File: config.mk
export PLATFORM = sky130hd
export DESIGN_NAME = ram512_arbiter_flat
export DESIGN_NICKNAME = d
export VERILOG_FILES = /design/src/rtl/ram512_arbiter_if.sv /design/src/rtl/ram512_arbiter.sv /design/src/flat_wrapper.sv
export SDC_FILE = /design/constraint.sdc
export NUM_CORES = 1
export LEC_CHECK = 0
export CAP_MARGIN = 20
export CORE_MARGIN = 1
export CORE_UTILIZATION = 41
export DETAILED_ROUTE_END_ITERATION = 12
export HOLD_SLACK_MARGIN = 0.02
export PLACE_DENSITY = 0.87
export SETUP_SLACK_MARGIN = 0.05
export SYNTH_ARGS = -nofsm -noshare
export SYNTH_HDL_FRONTEND = slang
export SYNTH_SLANG_ARGS = --single-unit
File: constraint.sdc
create_clock -name clk -period 1.8 [get_ports clk]
set_input_delay 0.54 -clock clk [delete_from_list [all_inputs] [get_ports clk]]
set_output_delay 0.54 -clock clk [all_outputs]
set_load 0.02 [all_outputs]
File: src/rtl/ram512_arbiter_if.sv
// Bundles the two requester ports and the ram512 pins shared by the arbiter.
// slave is the arbiter's view; master is the requesters' and RAM's view.
interface ram512_arbiter_if #(
  parameter int ADDR_W = 9,
  parameter int DATA_W = 16
);
  logic              req0;
  logic              we0;
  logic [ADDR_W-1:0] addr0;
  logic [DATA_W-1:0] wdata0;
  logic              ack0;
  logic [DATA_W-1:0] rdata0;

  logic              req1;
  logic              we1;
  logic [ADDR_W-1:0] addr1;
  logic [DATA_W-1:0] wdata1;
  logic              ack1;
  logic [DATA_W-1:0] rdata1;

  logic [ADDR_W-1:0] ram_address;
  logic [DATA_W-1:0] ram_in;
  logic              ram_load;
  logic [DATA_W-1:0] ram_out;

  modport slave (
    input  req0, we0, addr0, wdata0,
    input  req1, we1, addr1, wdata1,
    input  ram_out,
    output ack0, rdata0, ack1, rdata1,
    output ram_address, ram_in, ram_load
  );

  modport master (
    output req0, we0, addr0, wdata0,
    output req1, we1, addr1, wdata1,
    output ram_out,
    input  ack0, rdata0, ack1, rdata1,
    input  ram_address, ram_in, ram_load
  );
endinterface

File: src/rtl/ram512_arbiter.sv
// Round-robin arbiter that shares one ram512 between two requesters.
// Each access runs IDLE -> ACCESS -> ACK, one cycle per state.
module ram512_arbiter #(
  parameter int ADDR_W = 9,
  parameter int DATA_W = 16
) (
  input  logic             clk,
  input  logic             rst_n,
  ram512_arbiter_if.slave  bus,
  output logic             busy
);

  typedef enum logic [1:0] {
    IDLE   = 2'd0,
    ACCESS = 2'd1,
    ACK    = 2'd2
  } state_t;

  state_t            state_q, state_d;
  logic              win_q, win_d;
  logic              last_q, last_d;
  logic              we_q, we_d;
  logic [ADDR_W-1:0] addr_q, addr_d;
  logic [DATA_W-1:0] wdata_q, wdata_d;
  logic [DATA_W-1:0] rdata0_q, rdata0_d;
  logic [DATA_W-1:0] rdata1_q, rdata1_d;
  logic              grant;
  logic              pick;
  logic              in_access;

  always_ff @(posedge clk or negedge rst_n) begin
    if (!rst_n) begin
      state_q  <= IDLE;
      win_q    <= 1'b0;
      last_q   <= 1'b1;
      we_q     <= 1'b0;
      addr_q   <= '0;
      wdata_q  <= '0;
      rdata0_q <= '0;
      rdata1_q <= '0;
    end else begin
      state_q  <= state_d;
      win_q    <= win_d;
      last_q   <= last_d;
      we_q     <= we_d;
      addr_q   <= addr_d;
      wdata_q  <= wdata_d;
      rdata0_q <= rdata0_d;
      rdata1_q <= rdata1_d;
    end
  end

  // Under contention the port that lost the previous grant wins, so grants alternate.
  always_comb begin
    grant    = bus.req0 | bus.req1;
    pick     = (bus.req0 && bus.req1) ? ~last_q : bus.req1;
    state_d  = state_q;
    win_d    = win_q;
    last_d   = last_q;
    we_d     = we_q;
    addr_d   = addr_q;
    wdata_d  = wdata_q;
    rdata0_d = rdata0_q;
    rdata1_d = rdata1_q;
    case (state_q)
      IDLE: begin
        if (grant) begin
          state_d = ACCESS;
          win_d   = pick;
          last_d  = pick;
          we_d    = pick ? bus.we1    : bus.we0;
          addr_d  = pick ? bus.addr1  : bus.addr0;
          wdata_d = pick ? bus.wdata1 : bus.wdata0;
        end
      end
      ACCESS: begin
        state_d = ACK;
        if (win_q) rdata1_d = bus.ram_out;
        else       rdata0_d = bus.ram_out;
      end
      ACK:     state_d = IDLE;
      default: state_d = IDLE;
    endcase
  end

  // RAM pins decode straight from state so reset drops ram_load without a clock.
  always_comb begin
    in_access       = (state_q == ACCESS);
    bus.ram_address = in_access ? addr_q  : '0;
    bus.ram_in      = in_access ? wdata_q : '0;
    bus.ram_load    = in_access & we_q;
    bus.ack0        = (state_q == ACK) & ~win_q;
    bus.ack1        = (state_q == ACK) &  win_q;
    bus.rdata0      = rdata0_q;
    bus.rdata1      = rdata1_q;
    busy            = (state_q != IDLE);
  end

endmodule

File: src/flat_wrapper.sv
// flat-port wrapper written by rule: the top's interface ports become plain ports
module ram512_arbiter_flat 
#(
  parameter int ADDR_W = 9,
  parameter int DATA_W = 16
)
  (clk, rst_n, busy, bus_req0, bus_we0, bus_addr0, bus_wdata0, bus_req1, bus_we1, bus_addr1, bus_wdata1, bus_ram_out, bus_ack0, bus_rdata0, bus_ack1, bus_rdata1, bus_ram_address, bus_ram_in, bus_ram_load);
  ram512_arbiter_if #(.ADDR_W(ADDR_W), .DATA_W(DATA_W)) bus_i ();
  input  logic clk;
  input  logic rst_n;
  output logic busy;
  input wire logic [$bits(bus_i.req0)-1:0] bus_req0;
  input wire logic [$bits(bus_i.we0)-1:0] bus_we0;
  input wire logic [$bits(bus_i.addr0)-1:0] bus_addr0;
  input wire logic [$bits(bus_i.wdata0)-1:0] bus_wdata0;
  input wire logic [$bits(bus_i.req1)-1:0] bus_req1;
  input wire logic [$bits(bus_i.we1)-1:0] bus_we1;
  input wire logic [$bits(bus_i.addr1)-1:0] bus_addr1;
  input wire logic [$bits(bus_i.wdata1)-1:0] bus_wdata1;
  input wire logic [$bits(bus_i.ram_out)-1:0] bus_ram_out;
  output wire logic [$bits(bus_i.ack0)-1:0] bus_ack0;
  output wire logic [$bits(bus_i.rdata0)-1:0] bus_rdata0;
  output wire logic [$bits(bus_i.ack1)-1:0] bus_ack1;
  output wire logic [$bits(bus_i.rdata1)-1:0] bus_rdata1;
  output wire logic [$bits(bus_i.ram_address)-1:0] bus_ram_address;
  output wire logic [$bits(bus_i.ram_in)-1:0] bus_ram_in;
  output wire logic [$bits(bus_i.ram_load)-1:0] bus_ram_load;
  assign bus_i.req0 = bus_req0;
  assign bus_i.we0 = bus_we0;
  assign bus_i.addr0 = bus_addr0;
  assign bus_i.wdata0 = bus_wdata0;
  assign bus_i.req1 = bus_req1;
  assign bus_i.we1 = bus_we1;
  assign bus_i.addr1 = bus_addr1;
  assign bus_i.wdata1 = bus_wdata1;
  assign bus_i.ram_out = bus_ram_out;
  assign bus_ack0 = bus_i.ack0;
  assign bus_rdata0 = bus_i.rdata0;
  assign bus_ack1 = bus_i.ack1;
  assign bus_rdata1 = bus_i.rdata1;
  assign bus_ram_address = bus_i.ram_address;
  assign bus_ram_in = bus_i.ram_in;
  assign bus_ram_load = bus_i.ram_load;
  ram512_arbiter #(.ADDR_W(ADDR_W), .DATA_W(DATA_W)) u_core (.clk(clk), .rst_n(rst_n), .bus(bus_i), .busy(busy));
endmodule
# Word-level counts from Yosys, hierarchy flattened
# Cells that the tools add are included.
# W data, S select, Z words.
[word_totals]
ff_bits = 62
input_bits = 72
output_inout_bits = 61
word_cells = 31
[classes]
eq_ne = 3
mux = 8
n_bitwise = 6
n_reduce_logical = 6
[ops]
columns = ["cell", "count"]
rows = [
  ["$mux W16", 2],
  ["$mux W9", 2],
  ["$reduce_and A2 Y1", 3],
  ["$pmux W2 S2", 1],
  ["$and A1 B1 Y1", 3],
  ["$eq A2 B1 Y1 const B", 1],
  ["$eq A2 B2 Y1 const B", 1],
  ["$logic_not A2 Y1", 1],
  ["$mux W1", 2],
  ["$mux W2", 1],
  ["$ne A2 B1 Y1 const B", 1],
  ["$not A1 Y1", 2],
  ["$reduce_bool A2 Y1", 1],
  ["$logic_and A1 B1 Y1", 1],
  ["$or A1 B1 Y1", 1],
]

# Logic depth before layout (Yosys ltp)
[logic_depth]
word_depth = 3
ltp_mapped = 5
ltp_nobuf = 3

# Least setup slack after synthesis
# Ideal clock, no wire load.
[synth_timing]
path_type = "in2reg"
from = "in bus_req1"
to = "reg u_core.wdata_q[6]"
setup_ns = 0.125
arrival_time_ns = 1.541
required_time_ns = 1.675
setup_slack_ns = 0.134
cell_stages = 5
n_path_buf = 2
path_cell_list = "a21bo_1 buf_6 buf_12 mux2_4 mux2_4"
[synth_between]
elab_chain_cells = 3
elab_cells_between_ends = 5
classes_between = "mux: 2; bitwise: 1; reduce/logical: 2"
[synth_rtl]
columns = ["item", "line", "source"]
rows = [
  ["start, declared", "flat_wrapper.sv:16", "input wire logic [$bits(bus_i.req1)-1:0] bus_req1;"],
  ["$logic_and A1 B1 Y1", "ram512_arbiter.sv:56", "pick = (bus.req0 && bus.req1) ? ~last_q : bus.req1;"],
  ["$mux W1", "ram512_arbiter.sv:56", ""],
  ["$mux W16", "ram512_arbiter.sv:73", "wdata_d = pick ? bus.wdata1 : bus.wdata0;"],
  ["end signal, assigned", "ram512_arbiter.sv:47", "wdata_q <= wdata_d;"],
  ["end, declared", "ram512_arbiter.sv:24", "logic [DATA_W-1:0] wdata_q, wdata_d;"],
]
# Several ways; a longest one is shown, not always the timed one.
# A chain may end at the register's enable or synchronous reset.

# Final worst setup path
[layout_timing]
from = "reg u_core.state_q[1]"
to = "out busy"
[layout_between]
elab_chain_cells = 1
[layout_rtl]
columns = ["item", "line", "source"]
rows = [
  ["start, declared", "ram512_arbiter.sv:19", "state_t state_q, state_d;"],
  ["start signal, assigned", "ram512_arbiter.sv:42", "state_q <= state_d;"],
  ["$reduce_bool A2 Y1", "ram512_arbiter.sv:96", "busy = (state_q != IDLE);"],
  ["end, declared", "flat_wrapper.sv:11", "output logic busy;"],
]
# No other way between the ends.

==> impl_metrics.ini <==
[outcome]
status = finished with violations
violations = negative setup slack

[clock_tree]
clock-root-buffer = clkbuf_8
h-tree-depth = 3
cts.sinks = 62
clockBufferDepth = 2
clk_latency_ns = 0.33
cts_tree = done
cts.reportedPaths.clkPinSlew_ns = 0.07
cts_made_buffers = 9

[drt]
avgRoutedWirePerCell_um = 15.45
routed_wl_um = 6968
first_iter_violations = 37
post_drt_via_cell_ratio = 4.710
vias = 2124
drt_pre_antenna_iters = 3
drtAntennaViolNets = 0
drc = 0

[setup_path]
start_kind = flip-flop
reg2regPathDepth = 7
crit_type = reg -> out
arrival_ns = 1.35
crit_required_ns = 1.26
r2r_start = u_core.state_q[1]$_DFFE_PN0P_
cp-end-kind = output port
worstPathMaxFanout = 3
r2r_end = u_core.wdata_q[15]$_DFFE_PN0P_
r2r_setup_slack_ns = 0

[yosys]
yosysMostFrequentCell = dfrtp_1
seq_area_frac_synth_pct = 51.62
ys.flop_type = dfrtp_1
synthCells = 197
synth_edf_count = 0
syn-mean-instance-area_um2 = 15.27
synth_seq_cells = 62
netlist_area_um2 = 3008
yosysTopAreaCell = dfrtp_1
ys_warn_count = 0
synth.distinct_cells = 21
netlist_top_cells_area = dfrtp_1 51%, mux2_4 18%, mux2_2 16%, and2_1 5.4%, mux2_1 2.2%
synth_fp_nets = 269
synth_common_cells = 61 x dfrtp_1, 42 x mux2_2, 36 x mux2_4
yosysTopAreaCellShare_pct = 50.75
synthArstFlopShare_pct = 100.0

[timing]
report.final.slew_viol_count = 0
finalSetupViolations = 29
setup_ws_ns = -0.09346
grt_setup_unrepaired = yes
relSlewSlack_pct = 69.44
max_slew.worst_pin.slew_ns = 0.4584
fin_worst_skew_ns = 0.008345
min_period_over_period_pct = 105.2
setup_tns_ns = -1.278
fmax_mhz = 528.1
finalHoldViolations = 0
min_period_ns = 1.893

[flow_run]
cap_violations = 0

[cells_and_area]
utilization_pct = 70.94
antenna_cells = 0
fin_cells = 451
syn_to_final_growth_pct = 63.77
layout.nets = 422
drive_gt1_share_pct = 46.48

[global_routing]
antenna_found_initial = 0
grt_overflow = 0
grt_pass1_vias = 2291
grt_max_degree = 38
grtUsageTotal_pct = 19.28
grt_pass1_wl_um = 11050

[power_and_ir_drop]
vdd_ir_drop_max_uv = 677.5
p_leak_nw = 2.285
power_mw = 8.362
power.density_nw_per_um2 = 1697

[floorplan]
floorplan.initialDensity_pct = 43.32
fp.coreArea_um2 = 6944
fp.dieW_um = 87.65
io_pins = 133
die_area_um2 = 7683
num_rows = 30
dieHeight_um = 87.65

[hold_path]
hold_path.class = in -> async

[placement]
io_buffers = 132
dp_hpwl_um = 4906
place.gp.congestion = 0.7026
place_inst = 428
## registers in the layout, summed over array words and instances, names as in the netlist
| name | cells |
|---|---|
| u_core.state_q | 2 |
| u_core.addr_q | 9 |
| u_core.win_q | 1 |
| u_core.we_q | 1 |
| u_core.last_q | 1 |
| u_core.wdata_q | 16 |
| u_core.bus.rdata1 | 16 |
| u_core.bus.rdata0 | 16 |
## worst max-delay path by stage
stage	from	endpoint
finish	u_core.state_q[1]$_DFFE_PN0P_	busy
floorplan	bus_req1	u_core.wdata_q[6]$_DFFE_PN0P_
global route	u_core.state_q[0]$_DFFE_PN0P_	bus_ram_in[2]
CTS	u_core.state_q[1]$_DFFE_PN0P_	bus_ram_in[14]
global placement	bus_req1	u_core.addr_q[5]$_DFFE_PN0P_
detailed placement	bus_req1	u_core.wdata_q[8]$_DFFE_PN0P_
## power breakdown
part | internal, mW | switching (mW) | total [mW]
clock network | 0.671 | 0.533 | 1.20
registers | 2.12 | 0.351 | 2.47
logic | 2.69 | 2.00 | 4.68
## kinds of logic after synthesis
group	Yosys count	share of synthesized area [%]
mux	84	35.94
flops	62	51.62
simple gates	34	7.571
buf+inv	12	3.702
compound gates	5	1.165
## per-stage QoR
| step | instance area (µm²) | setup WS [ns] | hold slack, ns |
|---|---|---|---|
| 4_1_cts | 4820 | -0.09511 | 0.2028 |
| 3_5_place_dp | 4523 | -0.3346 | 0.4792 |
| 3_3_place_gp | 4523 | -0.3337 | 0.4668 |
| 5_1_grt | 4926 | -0.1429 | 0.2184 |
| 6_report | 4926 | -0.09346 | 0.2076 |
| 2_1_floorplan | 3008 | 0.1343 | 0.2444 |
## critical path, cell delays in order (launching register included)
cell     delay, ns
dfrtp_1       0.41
buf_4         0.15
buf_6         0.11
or2_4         0.23
buf_6         0.13
## repair_timing
item / in CTS / in global routing
endpoints found under the setup margin: 75 / 40
buffers inserted: 2 / 2
resized for setup: 218 / 20
gates cloned: 2 / 1
hold buffers: 0 / 0
pin swaps: 1 / 2
hold endpoints to repair: 0 / 0
## cell type report
type	count	area, µm²
multi-input combinational	123	1421
fill	506	2018
sequential	62	1553
clock buffer	10	137.6
tap	96	120.1
timing repair buffer	154	1633
clock inverter	6	61.31
## cells in the final DEF, fill, tap and decap left out, drive strengths merged
master         count
clkdlybuf4s50     68
o31ai              2
nor2b              2
nor3b              1
and2              26
and3b              1
dlygate4sd2       34
mux2              84
a21bo              1
bufbuf             2
clkinvlp           1
nor2               2
or2                1
dfstp              1
dfrtp             61
clkinv             4
o21ai              2
nand2              1
clkbuf            11
bufinv             1
buf               49
## routing by layer
metal  share of wire (%)  GRT usage, %  vias to the layer above
li1                    -             -                      996
met1                  40         22.80                     1027
met2                  52         33.10                       95
met3                 6.7         5.844                        6
met4                0.80         7.303                        0
met5                   0             0                        -
Power figures use the tool's default switching activity.
